### src/rtl/alu_resp_unit.sv
// Valid/ready ALU responder: computes invert/add/sub/double on accept and queues
// result+flags in a DEPTH-entry response FIFO; out_valid rises one cycle after accept.
module alu_resp_unit #(
  parameter int WIDTH = 4,
  parameter int DEPTH = 2,
  parameter int CNT_W = 8
) (
  input  logic             clk,
  input  logic             rst_n,
  input  logic             in_valid,
  output logic             in_ready,
  input  logic [WIDTH-1:0] in_a,
  input  logic [WIDTH-1:0] in_b,
  input  logic [1:0]       in_s,
  output logic             out_valid,
  input  logic             out_ready,
  output logic [WIDTH-1:0] out_y,
  output logic             out_c,
  output logic             out_v,
  output logic             out_z,
  output logic [CNT_W-1:0] resp_count
);

  localparam int PTR_W  = (DEPTH > 1) ? $clog2(DEPTH) : 1;
  localparam int CNT_FW = $clog2(DEPTH + 1);

  typedef struct packed {
    logic [WIDTH-1:0] y;
    logic             c;
    logic             v;
    logic             z;
  } resp_t;

  resp_t             mem_q [DEPTH];
  resp_t             mem_d [DEPTH];
  logic [PTR_W-1:0]  wr_ptr_q, wr_ptr_d;
  logic [PTR_W-1:0]  rd_ptr_q, rd_ptr_d;
  logic [CNT_FW-1:0] count_q, count_d;
  logic [CNT_W-1:0]  resp_count_q, resp_count_d;

  resp_t            new_resp;
  logic [WIDTH:0]   sum;
  logic [WIDTH:0]   diff;
  logic             push;
  logic             pop;

  // Ready depends only on occupancy, so a full FIFO refuses a push even while popping.
  assign in_ready  = (count_q < CNT_FW'(DEPTH));
  assign out_valid = (count_q != '0);
  assign push      = in_valid && in_ready;
  assign pop       = out_valid && out_ready;

  always_comb begin
    sum      = {1'b0, in_a} + {1'b0, in_b};
    diff     = {1'b0, in_a} - {1'b0, in_b};
    new_resp = '0;
    case (in_s)
      2'b00: new_resp.y = ~in_a;
      2'b01: begin
        new_resp.y = sum[WIDTH-1:0];
        new_resp.c = sum[WIDTH];
        new_resp.v = (in_a[WIDTH-1] == in_b[WIDTH-1]) && (sum[WIDTH-1] != in_a[WIDTH-1]);
      end
      2'b10: begin
        // Top bit of the widened difference is the unsigned borrow (A < B).
        new_resp.y = diff[WIDTH-1:0];
        new_resp.c = diff[WIDTH];
        new_resp.v = (in_a[WIDTH-1] != in_b[WIDTH-1]) && (diff[WIDTH-1] != in_a[WIDTH-1]);
      end
      default: begin
        new_resp.y = {in_a[WIDTH-2:0], 1'b0};
        new_resp.c = in_a[WIDTH-1];
        new_resp.v = in_a[WIDTH-1] ^ in_a[WIDTH-2];
      end
    endcase
    new_resp.z = (new_resp.y == '0);
  end

  always_comb begin
    mem_d        = mem_q;
    wr_ptr_d     = wr_ptr_q;
    rd_ptr_d     = rd_ptr_q;
    count_d      = count_q;
    resp_count_d = resp_count_q;
    if (push) begin
      mem_d[wr_ptr_q] = new_resp;
      wr_ptr_d        = wr_ptr_q + PTR_W'(1);
    end
    if (pop) begin
      rd_ptr_d     = rd_ptr_q + PTR_W'(1);
      resp_count_d = resp_count_q + CNT_W'(1);
    end
    case ({push, pop})
      2'b10:   count_d = count_q + CNT_FW'(1);
      2'b01:   count_d = count_q - CNT_FW'(1);
      default: count_d = count_q;
    endcase
  end

  always_ff @(posedge clk or negedge rst_n) begin
    if (!rst_n) begin
      for (int i = 0; i < DEPTH; i++) mem_q[i] <= '0;
      wr_ptr_q     <= '0;
      rd_ptr_q     <= '0;
      count_q      <= '0;
      resp_count_q <= '0;
    end else begin
      mem_q        <= mem_d;
      wr_ptr_q     <= wr_ptr_d;
      rd_ptr_q     <= rd_ptr_d;
      count_q      <= count_d;
      resp_count_q <= resp_count_d;
    end
  end

  // Storage is cleared on reset, so the head reads as zero until the first push.
  assign out_y      = mem_q[rd_ptr_q].y;
  assign out_c      = mem_q[rd_ptr_q].c;
  assign out_v      = mem_q[rd_ptr_q].v;
  assign out_z      = mem_q[rd_ptr_q].z;
  assign resp_count = resp_count_q;

endmodule
### config.mk
export PLATFORM = sky130hd
export DESIGN_NAME = alu_resp_unit
export DESIGN_NICKNAME = d
export VERILOG_FILES = /design/src/rtl/alu_resp_unit.sv
export SDC_FILE = /design/constraint.sdc
export NUM_CORES = 1
export LEC_CHECK = 0
export ABC_AREA = 1
export CAP_MARGIN = 20
export CORE_ASPECT_RATIO = 0.9
export CORE_MARGIN = 3
export CORE_UTILIZATION = 35
export CTS_CLUSTER_DIAMETER = 100
export DETAILED_ROUTE_END_ITERATION = 7
export PLACE_DENSITY_LB_ADDON = 0.25
export SYNTH_ARGS = -nofsm -noshare
export SYNTH_HDL_FRONTEND = slang
export SYNTH_SLANG_ARGS = --single-unit
export TNS_END_PERCENT = 100
### constraint.sdc
create_clock -name clk -period 2.1 [get_ports clk]
set_input_delay 0.63 -clock clk [delete_from_list [all_inputs] [get_ports clk]]
set_output_delay 0.63 -clock clk [all_outputs]
set_load 0.02 [all_outputs]
==> metrics.log <==
INFO  metric switching_share = 39.7%
INFO  metric min_period = 1.99 ns
INFO  metric placement.setup.worst_slack = -0.473 ns
INFO  metric grt_use_total = 12.8%
INFO  metric drive_gt1_share = 18.1%
INFO  metric synth_top_cell_area_share = 39.7%
INFO  metric initial_core_utilization = 38.2%
INFO  metric final_cell_count_no_fill = 309
INFO  metric tritoncts.num_buffers = 3
INFO  metric post_synth_inst_count = 205
INFO  metric path_class = flop to output pin
INFO  metric gp_congestion = 0.796
INFO  metric reg2reg_slack = 0.67 ns
INFO  metric timing.critical_path.to_type = output pin
INFO  metric cts_sinks = 26
INFO  metric core_region_area = 4290 sq um
INFO  metric tritoncts = yes
INFO  metric final.setup.tns = 0 ns
INFO  metric postLayoutSetupSlackWorst = 0.111 ns
INFO  metric grt_setup_unrepaired = false
INFO  metric nFillCells = 436
INFO  metric synthesis.area = 1640 sq um
INFO  metric cellInternalPower = 1540 uW
INFO  metric post_drt_via_cell_ratio = 4.50
INFO  metric sequential_fraction_of_design_power = 35.6%
INFO  metric final_util = 50.9%
INFO  metric via_count_of_the_first_global_routing_pass = 1353
INFO  metric clockBufferDepth = 2
INFO  metric timing_hold_violations_final = 0
INFO  metric synth_sequential_area_ratio = 39.7%
INFO  metric power.leakage = 0.00111 uW
INFO  metric whs_path_depth = 1
INFO  metric critical_path_required = 1.47 ns
INFO  metric synth_warnings = 0
INFO  metric setup_viol = 0
INFO  metric power.share.combinational = 48.0%
INFO  metric worst_endpoint_data_arrival_time = 1.36 ns
INFO  metric antenna_violations_before_repair = 0
INFO  metric fin_crit_sh = 94.7%
INFO  metric worstPathMaxFanout = 3
INFO  metric synth_area_per_cell = 8.00 sq um
INFO  metric vdd_ir_drop_max = 0.402 mV
INFO  metric first_pass_grt_wire_length = 5850 um
INFO  metric port_buffers = 30
INFO  metric ctsHoldBuffers = 0
INFO  metric pin_count_of_the_biggest_net_entering_global_routing = 27
INFO  metric post-dp-hpwl = 2640 um
INFO  metric synthesis.nets = 231
INFO  metric finalMaxSlewViolations = 0
INFO  metric power.clock.fraction = 16.4%
INFO  metric cts-htree-levels = 1
INFO  metric floorplan_die_area = 5540 sq um
INFO  metric antennaDiodeCount = 0
INFO  metric drt_wl_total = 3330 um
INFO  metric status = completed
INFO  metric worstSetupStartpointType = flop
INFO  metric drtAntennaViolNets = 0
INFO  metric ys_seq_elements = 26
INFO  metric min-delay-path-class = flop to flop
INFO  metric power_density = 1170 nW/um^2
INFO  metric fin_worst_hold_slack = 0.474 ns
INFO  metric net-switching-power = 1010 uW
INFO  metric clock_skews = 0.00471 ns
INFO  metric nets = 276
INFO  metric slew_headroom = 77.6%
INFO  metric upper_clock_frequency_limit = 0.503 GHz
INFO  metric synth_top_cells_by_area = dfrtp_1, nand2_1, ha_1, inv_1, nand3_1
INFO  metric detail_route.iter0.violations = 55
INFO  metric max-cap-violations = 0
INFO  metric floorplan.io_pins = 31
INFO  metric placed_cells = 305
INFO  metric clock-root-buffer = clkbuf_8
INFO  metric die_height = 70.9 um
INFO  metric timing_worst_slew_pin_value = 0.335 ns
INFO  metric die_x = 78.1 um
INFO  metric rr_worst_depth = 5
INFO  metric grt_overflow_total = 0
INFO  metric clkSlewWorstSetupHoldPaths = 0.09 ns
INFO  metric via_count = 1392
INFO  metric clk_latency_worst_skew_pair = 0.28 ns
INFO  metric yosys.cell_types.count = 32
INFO  metric post_drt_wl_per_cell = 10.8 um
INFO  metric drc_violations_left = 0
INFO  metric cts.repair_timing.setup_buffer_count = 0
INFO  metric area.growth.synth_to_final = 33.3%
INFO  metric drtPass1Iterations = 4
INFO  metric synth_largest_area_cell = dfrtp_1
INFO  metric core.rowCount = 22
worst max-delay path: stages, from the launching register on:
cell and delay (ns):
dfrtp_1 0.40, inv_2 0.08, clkdlybuf4s50_1 0.60
final cells by class:
class / count / area [sq um] / area share [%]
Tap cell: 60 / 75.1 / 3.44
Clock buffer: 3 / 41.3 / 1.89
Inverter: 25 / 93.8 / 4.30
Multi-Input combinational cell: 148 / 888 / 40.7
Sequential cell: 26 / 652 / 29.8
Timing Repair Buffer: 46 / 404 / 18.5
Clock inverter: 1 / 30.0 / 1.37
stage by stage:
stage | total power, uW | cell area [sq um]
2_1_floorplan | 1650 | 1640
3_3_place_gp | 2190 | 2100
3_5_place_dp | 2220 | 2100
4_1_cts | 2570 | 2170
5_1_grt | 2760 | 2180
6_report | 2550 | 2180
synthesized netlist by cell type, drive strengths merged:
| cell type | instances |
|---|---|
| nand2 | 68 |
| inv | 25 |
| nor2 | 10 |
| dfrtp | 26 |
| a22oi | 1 |
| a21oi | 5 |
| nand3 | 14 |
| o211ai | 1 |
| fa | 2 |
| clkbuf | 1 |
| o21ai | 16 |
| nand4 | 2 |
| o21a | 1 |
| or2 | 2 |
| xor2 | 7 |
| buf | 5 |
| ha | 10 |
| o2111ai | 1 |
| xnor2 | 5 |
| mux2 | 1 |
| nor3 | 2 |
power groups by stage:
stage / Combinational [uW] / Sequential (uW) / Clock [uW]
3_5_place_dp: 1300 / 915 / 0
6_report: 1230 / 908 / 418
5_1_grt: 1370 / 945 / 442
3_3_place_gp: 1280 / 910 / 0
2_1_floorplan: 700 / 955 / 0
4_1_cts: 1240 / 910 / 422
placed cells by master, fill, tap and decap left out, types with 2 or more instances in the layout:
master           instances
inv_1                   22
xnor2_1                  5
ha_2                     2
nor2_2                   4
dfrtp_1                 25
nand3_1                 14
a21oi_1                  4
ha_1                     7
o21ai_0                 10
buf_4                   16
o21ai_1                  5
dlygate4sd2_1           11
inv_2                    3
xor2_1                   7
clkdlybuf4s50_1         17
nand2_2                  4
nor2_1                   5
clkbuf_8                 3
nand2_1                 64
nor3_1                   2
sequential cells by signal (all words and copies together) (netlist names):
register,cells
wr_ptr_q,1
rd_ptr_q,1
resp_count,8
count_q,2
mem_q,14
repair_timing:
action / 4_1_cts / 5_1_grt
pin swaps: 1 / 1
setup endpoints to repair: 18 / 9
gates resized for setup: 19 / 7
gates cloned: 0 / 0
cell families after synthesis:
kind of cell,share of synthesized area [%]
AO/OA/AOI/OAI,9.08
AND/OR/NAND/NOR,26.0
adder cells (fa/ha/maj),10.1
multiplexers,0.687
buffers and inverters,8.01
flip-flops,39.7
XOR/XNOR,6.41
metal layers:
metal / routed length (um) / global-route usage (%) / up-vias
li1: - / - / 734
met1: 1640 / 16.9 / 628
met2: 1510 / 21.0 / 26
met3: 135 / 2.93 / 4
met4: 42 / 4.08 / 0
met5: 0 / 0 / -
worst paths after layout:
path,start,end
setup / recovery,count_q[1],in_ready
hold / removal,resp_count[7],resp_count[7]
setup reg to reg,count_q[0],count_q[1]
hold reg to reg,resp_count[7],resp_count[7]
max in group asynchronous,rst_n,rd_ptr_q
min in group asynchronous,rst_n,mem_q[4]
No activity file was read; power rests on OpenSTA's default activity.
